File: src/rtl/instr_fetch_queue.sv
`default_nettype none
// ============================================================================
// Module      : instr_fetch_queue
// Description : Sequential instruction fetch with a small prefetch FIFO.
//               Issues word requests to instruction memory under a credit
//               limit, buffers returned words with their PC and hands them to
//               decode over valid/ready. A redirect flushes the queue and
//               discards every response still in flight.
//               Optional macro FETCH_ENCODING_CHECK_EN replaces words whose
//               bits [1:0] are not 2'b11 with a NOP and flags them illegal.
// Revision    : 1.0 - initial release
// ============================================================================
module instr_fetch_queue #(
    parameter int          DEPTH    = 4,
    parameter logic [31:0] RESET_PC = 32'h0000_0000
) (
    input  logic        clk,
    input  logic        reset_n,
    // instruction memory request
    output logic        imem_req_valid,
    output logic [31:0] imem_req_addr,
    input  logic        imem_req_ready,
    // instruction memory response
    input  logic        imem_rsp_valid,
    input  logic [31:0] imem_rsp_data,
    // branch resolution redirect
    input  logic        redirect_valid,
    input  logic [31:0] redirect_pc,
    // decode side (out_instruction carries an instruction_type word)
    output logic        out_valid,
    input  logic        out_ready,
    output logic [31:0] out_instruction,
    output logic [31:0] out_pc,
    output logic        out_illegal
);

    localparam int          c_PTR_W = $clog2(DEPTH);
    localparam int          c_CNT_W = c_PTR_W + 1;
    localparam int          c_SUM_W = c_CNT_W + 1;
    localparam logic [31:0] c_NOP   = 32'h0000_0013;
    localparam logic [c_SUM_W-1:0] c_DEPTH_SUM = c_SUM_W'(DEPTH);
    localparam logic [c_CNT_W-1:0] c_DEPTH_CNT = c_CNT_W'(DEPTH);

    generate
        if (DEPTH < 2 || (DEPTH & (DEPTH - 1)) != 0) begin : g_depth_check
            $error("instr_fetch_queue: DEPTH must be a power of two and >= 2");
        end
    endgenerate

    logic [31:0]              r_fetch_pc;
    logic [31:0]              r_rsp_pc;
    logic [c_CNT_W-1:0]       r_inflight;
    logic [c_CNT_W-1:0]       r_drop_cnt;
    logic [c_CNT_W-1:0]       r_count;
    logic [c_PTR_W-1:0]       r_rd_ptr;
    logic [c_PTR_W-1:0]       r_wr_ptr;
    logic [DEPTH-1:0][31:0]   r_word;
    logic [DEPTH-1:0][31:0]   r_pc;

    logic [c_SUM_W-1:0]       w_credit_sum;
    logic                     w_req_fire;
    logic                     w_push;
    logic                     w_pop;
    logic [31:0]              w_push_word;
    logic [31:0]              w_redirect_pc;
    logic                     w_unused;

    // Entries already queued plus responses still owed to the queue; the
    // responses that will be dropped do not consume a slot.
    assign w_credit_sum   = c_SUM_W'(r_count) + c_SUM_W'(r_inflight) - c_SUM_W'(r_drop_cnt);
    assign imem_req_valid = (w_credit_sum < c_DEPTH_SUM) && !redirect_valid;
    assign imem_req_addr  = r_fetch_pc;
    assign w_req_fire     = imem_req_valid && imem_req_ready;

    assign out_valid      = (r_count != '0) && !redirect_valid;
    assign w_pop          = out_valid && out_ready;
    assign w_push         = imem_rsp_valid && !redirect_valid && (r_drop_cnt == '0);

    assign w_redirect_pc  = {redirect_pc[31:2], 2'b00};
    assign w_unused       = &{1'b0, redirect_pc[1:0]};

    assign out_instruction = r_word[r_rd_ptr];
    assign out_pc          = r_pc[r_rd_ptr];

`ifdef FETCH_ENCODING_CHECK_EN
    logic [DEPTH-1:0] r_ill;
    logic             w_push_ill;

    assign w_push_ill  = (imem_rsp_data[1:0] != 2'b11);
    assign w_push_word = w_push_ill ? c_NOP : imem_rsp_data;
    assign out_illegal = r_ill[r_rd_ptr];

    // Illegal flag storage, written alongside the word and PC.
    always_ff @(posedge clk or negedge reset_n) begin
        if (!reset_n) begin
            r_ill <= '0;
        end else if (w_push) begin
            r_ill[r_wr_ptr] <= w_push_ill;
        end
    end
`else
    assign w_push_word = imem_rsp_data;
    assign out_illegal = 1'b0;
`endif

    // Fetch and response PC tracking; a redirect restarts both at the target.
    always_ff @(posedge clk or negedge reset_n) begin
        if (!reset_n) begin
            r_fetch_pc <= RESET_PC;
            r_rsp_pc   <= RESET_PC;
        end else if (redirect_valid) begin
            r_fetch_pc <= w_redirect_pc;
            r_rsp_pc   <= w_redirect_pc;
        end else begin
            if (w_req_fire) begin
                r_fetch_pc <= r_fetch_pc + 32'd4;
            end
            if (w_push) begin
                r_rsp_pc <= r_rsp_pc + 32'd4;
            end
        end
    end

    // Outstanding request count and number of upcoming responses to discard.
    // r_inflight already includes responses that are going to be dropped, so
    // on a redirect the discard count is simply whatever stays in flight
    // after this cycle; repeated redirects therefore never double count.
    always_ff @(posedge clk or negedge reset_n) begin
        if (!reset_n) begin
            r_inflight <= '0;
            r_drop_cnt <= '0;
        end else begin
            case ({w_req_fire, imem_rsp_valid})
                2'b10:   r_inflight <= r_inflight + c_CNT_W'(1);
                2'b01:   r_inflight <= r_inflight - c_CNT_W'(1);
                default: r_inflight <= r_inflight;
            endcase
            if (redirect_valid) begin
                r_drop_cnt <= r_inflight - c_CNT_W'(imem_rsp_valid);
            end else if (imem_rsp_valid && (r_drop_cnt != '0)) begin
                r_drop_cnt <= r_drop_cnt - c_CNT_W'(1);
            end
        end
    end

    // FIFO occupancy and pointers; a redirect empties the queue.
    always_ff @(posedge clk or negedge reset_n) begin
        if (!reset_n) begin
            r_count  <= '0;
            r_rd_ptr <= '0;
            r_wr_ptr <= '0;
        end else if (redirect_valid) begin
            r_count  <= '0;
            r_rd_ptr <= r_wr_ptr;
        end else begin
            if (w_push) begin
                r_wr_ptr <= r_wr_ptr + c_PTR_W'(1);
            end
            if (w_pop) begin
                r_rd_ptr <= r_rd_ptr + c_PTR_W'(1);
            end
            case ({w_push, w_pop})
                2'b10:   r_count <= r_count + c_CNT_W'(1);
                2'b01:   r_count <= r_count - c_CNT_W'(1);
                default: r_count <= r_count;
            endcase
        end
    end

    // Word and PC storage for each queue entry.
    always_ff @(posedge clk or negedge reset_n) begin
        if (!reset_n) begin
            r_word <= '0;
            r_pc   <= '0;
        end else if (w_push) begin
            r_word[r_wr_ptr] <= w_push_word;
            r_pc[r_wr_ptr]   <= r_rsp_pc;
        end
    end

    // The credit limit must keep every accepted response within the queue.
    a_no_overflow : assert property (@(posedge clk) disable iff (!reset_n)
        !(w_push && (r_count == c_DEPTH_CNT)));

endmodule
`default_nettype wire

File: config.mk
export PLATFORM = sky130hd
export DESIGN_NAME = instr_fetch_queue
export DESIGN_NICKNAME = d
export VERILOG_FILES = /design/src/rtl/instr_fetch_queue.sv
export SDC_FILE = /design/constraint.sdc
export NUM_CORES = 1
export LEC_CHECK = 0
export ABC_AREA = 0
export CAP_MARGIN = 20
export CORE_MARGIN = 3
export CORE_UTILIZATION = 54
export DETAILED_ROUTE_END_ITERATION = 10
export GPL_ROUTABILITY_DRIVEN = 1
export PLACE_DENSITY = 0.76
export SLEW_MARGIN = 20
export SYNTH_ARGS = -nofsm -noshare
export SYNTH_HDL_FRONTEND = slang
export SYNTH_SLANG_ARGS = --single-unit
export TNS_END_PERCENT = 1
File: constraint.sdc
create_clock -name clk -period 6.26 [get_ports clk]
set_input_delay 0.626 -clock clk [delete_from_list [all_inputs] [get_ports clk]]
set_output_delay 0.626 -clock clk [all_outputs]
set_load 0.1 [all_outputs]
# ---- After elaboration in Yosys (flattened, before gate mapping)
# Cells that the tools add are included.
dict set report word_totals {
  ff_bits 333
  inputBits 70
  output_inout_bits 99
  word_cells 74
}
dict set report op_classes {
  n_addsub 12
  n_lt_le_gt_ge 4
  n_eq_ne 4
  mux 19
  bitwise 1
  reduce_logical 19
}
# operator n
set op_table {}
lappend op_table {{$bwmux W128} 2}
lappend op_table {{$mux W32} 7}
lappend op_table {{$bmux W32 S2} 2}
lappend op_table {{$add A32 B3 Y32 const B} 2}
lappend op_table {{$demux W32 S2} 1}
lappend op_table {{$pmux W3 S2} 2}
lappend op_table {{$reduce_bool A2 Y1} 5}
lappend op_table {{$mux W3} 3}
lappend op_table {{$reduce_bool A3 Y1} 3}
lappend op_table {{$sub A3 B1 Y3 const B} 3}
lappend op_table {{$logic_and A1 B1 Y1} 8}
lappend op_table {{$add A3 B1 Y3 const B} 2}
lappend op_table {{$lt A2 B3 Y1 const B} 2}
lappend op_table {{$add A2 B1 Y2 const B} 2}
lappend op_table {{$add A3 B3 Y4} 1}
lappend op_table {{$eq A2 B1 Y1 const B} 2}
lappend op_table {{$eq A2 B2 Y1 const B} 2}
lappend op_table {{$lt A4 B3 Y1 const B} 1}
lappend op_table {{$mux W2} 2}
lappend op_table {{$sub A4 B3 Y4} 1}
lappend op_table {{$logic_not A3 Y1} 1}
lappend op_table {{$sub A3 B1 Y3} 1}
lappend op_table {{$ge A2 B1 Y1 const B} 1}
lappend op_table {{$reduce_and A2 Y1} 1}
lappend op_table {{other kinds (2)} 2}

# ---- Longest topological paths before layout
dict set report depth {
  depth_word 7
  ltp_mapped 15
  depth_no_buf 14
}

# ---- Worst setup path before layout
# OpenSTA, ideal clock, no wires.
dict set report synth_path {
  path_kind {reg2out}
  from {register r_count[1]}
  to {output port imem_req_valid}
  arrival_time_ns 3.512
  t_required_ns 5.634
  slack_ns 2.122
  stages_incl_launch_ff 9
  path_buffers 1
  cell_sequence {dfrtp_1 inv_1 fa_1 inv_1 ha_1 and3b_4 or4_4 buf_6 a21oi_1}
}
dict set report synth_via {
  elab_chain_len 4
}
# item line_no
set synth_lines {}
lappend synth_lines {{start, declared} 54} ;# logic [c_CNT_W-1:0] r_count;
lappend synth_lines {{start signal, assigned} 163} ;# 2'b10: r_count <= r_count + c_CNT_W'(1);
lappend synth_lines {{start signal, assigned} 164} ;# 2'b01: r_count <= r_count - c_CNT_W'(1);
lappend synth_lines {{start signal, assigned} 165} ;# default: r_count <= r_count;
lappend synth_lines {{$add A3 B3 Y4} 70} ;# assign w_credit_sum = c_SUM_W'(r_count) + c_SUM_W'(r_inflight) - c_SUM_W'(r_drop_cnt);
lappend synth_lines {{$sub A4 B3 Y4} 70}
lappend synth_lines {{$lt A4 B3 Y1} 71} ;# assign imem_req_valid = (w_credit_sum < c_DEPTH_SUM) && !redirect_valid;
lappend synth_lines {{$logic_and A1 B1 Y1} 71}
lappend synth_lines {{end, declared} 20} ;# output logic imem_req_valid,
# No other way between the ends.

# ---- Final worst setup path
# Ends and elaborated chain as after synthesis.

==> flow_summary.toml <==
[global_routing]
grt_use_total_pct = 22.3
grt_pass1_wl_um = 54900
grt_pass1_vias = 10248
grt_max_degree = 129
grt_remaining_overflow = 0
antenna_found_initial = 0

[critical_path]
path_class = "reg -> out"
arrival_ps = 3990
cp.required_ps = 5630
crit_path_end_kind = "primary output"
worstSetupStartpointType = "flip-flop"
regToRegStartpoint = "r_count[1]"
cp-startpoint = "r_count[1]"
ff2ff_setup_slack_ps = 2420
path_max_fanout = 9

[routing]
wl_per_cell_um = 20.1
vias = 9767
drc = 0
dr.pass1.iters = 5
initialDrtViolationCount = 618
drt_wl_total_um = 33200
viasPerCell = 5.93
antenna_left = 0

[floorplan]
rows = 60
die_x_um = 174
io_pins = 169
dieArea_um2 = 30100
initial_utilization_pct = 55.7
die_h_um = 174
design.core.area_um2 = 27300

[placement]
hpwl_um = 21700
portBuffers = 161
gp_congestion = 0.827
pre_cts_slack_ps = 2170

[timing]
worst-slew-pin-transition_ps = 1070
grt_setup_unrepaired = "false"
drv_slew = 0
clock.fmax_mhz = 217
setup_violations = 0
hold_viol = 0
finalClockSkew_ps = 5.90
slew_headroom_pct = 28.4
tns_ps = 0
setup_ws_ps = 1650
period_minus_slack_ps = 4610
timing.final.crit_share_pct = 73.7

[yosys]
synthMuxAreaShare_pct = 28.6
synth-async-reset-ratio_pct = 100
ys_seq_elements = 321
synth_simple_gate_area_share_pct = 7.13
synth_seq_area_share_pct = 53.0
yosysTopAreaCellShare_pct = 53.0
yosys_warnings = 0
synth_edf_count = 0
synth_top_cells_by_area = "dfrtp_1 (53%), mux2_2 (19%), mux4_2 (9.2%), clkbuf_1 (1.4%), nand2_1 (1.2%)"
synthXorXnorAreaFrac_pct = 2.31
synth_compound_area_share_pct = 4.76
synth_cell_types = 53
netlist_area_um2 = 15200
synthAdderAreaFrac_pct = 1.68
yosysTopAreaCell = "dfrtp_1"
synth.avg_cell_area_um2 = 13.7
synth_ff_type = "dfrtp_1"
synth_cells = 1108
synth_top_family_by_area = "multiplexers"

[pwr]
ir_worst_vdd_v = 0.000397
powerDensity_nw_per_um2 = 572
leakage_uw = 0.00807

[layout]
area.growth.synth_to_final_pct = 20.0
drive_gt1_share_pct = 31.2
n_antenna_cell = 0
finish.utilization_pct = 66.8
layout.nets = 1342
fillCellCount = 1962

[run]
cap_violations = 0

[cts]
root_buffer = "clkbuf_16"
cts_buffers = 37
path_clk_slew_ps = 60
cts_max_path_buffers = 3
cts.sinks = 321
insertion_delay_ps = 500
postCtsSetupBuffers = 0
htreeDepth = 2
postCtsResizedCells = 0
cts_hold_buf = 0
cts_tree = "yes"

[run_status]
outcome = "finished clean"

[min_path]
holdCritPathClass = "in -> async"
## cells in the mapped netlist (all sizes together) (8+ instances only)
cell and n:
a211oi 12, a21oi 20, and3 15, buf 15, clkbuf 56, dfrtp 321, ha 14, inv 24
mux2 253, mux2i 9, mux4 62, nand2 49, nand2b 10, nand3 22, nand4 12, nor2 39
nor3 24, nor4 9, o21ai 17, o31a 8, xnor2 19, xor2 21
## sequential cells by signal, indices dropped and copies added, names as in the netlist
name	flops
r_inflight	3
r_word	128
r_rd_ptr	2
r_rsp_pc	30
r_pc	120
r_wr_ptr	2
r_drop_cnt	3
imem_req_addr	30
r_count	3
## critical path, stage by stage (launching register included)
cell and delay, ps:
dfrtp_1 440, inv_1 80, fa_1 480, inv_1 50
ha_1 280, and3b_4 190, o21ai_1 760, a21oi_1 180
clkdlybuf4s50_1 1010
## worst paths after layout
path | endpoint | cells after the start
setup reg to reg | r_inflight[2] | 14
setup / recovery | imem_req_valid | 8
max in group asynchronous | r_rd_ptr[0] | 2
hold / removal | r_word[23] | 1
hold reg to reg | r_pc[118] | 2
min in group clk | r_pc[118] | 2
## logic make-up after synthesis
family / after synthesis
fa+ha+maj: 18
xor+xnor: 40
other cells: 1
buf+inv: 95
compound gates: 99
simple gates: 210
flops: 321
mux: 324
## layout make-up
type / instances / area (um2) / area share (%)
clock buffers: 53 / 1060 / 5.80
well taps: 372 / 465 / 2.56
multi-input cells: 696 / 6780 / 37.3
repair buffers: 174 / 1720 / 9.46
clock inverters: 8 / 48.8 / 0.268
inverters: 24 / 90.1 / 0.495
flip-flops and latches: 321 / 8040 / 44.2
## cell usage in the layout, fill, tap and decap left out, types with 9 or more instances in the layout
cell	n
buf_4	12
mux4_2	62
mux2_2	252
nor2_1	39
clkbuf_1	9
a211oi_1	12
and3_1	15
nor3_1	24
dfrtp_1	319
mux2i_1	9
xnor2_1	19
ha_1	14
nor4_1	9
a21oi_1	20
nand4_1	12
nand2_1	45
inv_1	23
xor2_1	21
clkbuf_16	37
nand2b_1	10
o21ai_0	15
nand3_1	22
clkdlybuf4s50_1	159
## power by group
group / switching (uW) / internal (uW)
Clock: 805 / 1170
Combinational: 3270 / 1740
Sequential: 568 / 2850
## routing by layer
layer / global-route usage (%) / wire length [um] / vias up
li1: - / - / 4381
met1: 31.2 / 14600 / 5067
met2: 37.2 / 16300 / 274
met3: 3.75 / 1770 / 45
met4: 4.36 / 544 / 0
met5: 0 / 0 / -
## per-stage QoR
step,cells,instance area (um2),power [uW],hold WS (ps)
6_report,1648,18200,10400,112
5_1_grt,1648,18200,10900,174
4_1_cts,1648,18200,10500,150
3_5_place_dp,1587,17100,8490,475
3_3_place_gp,1587,17100,8360,459
2_1_floorplan,1112,15200,7340,330
No activity file was read; power rests on OpenSTA's default activity.
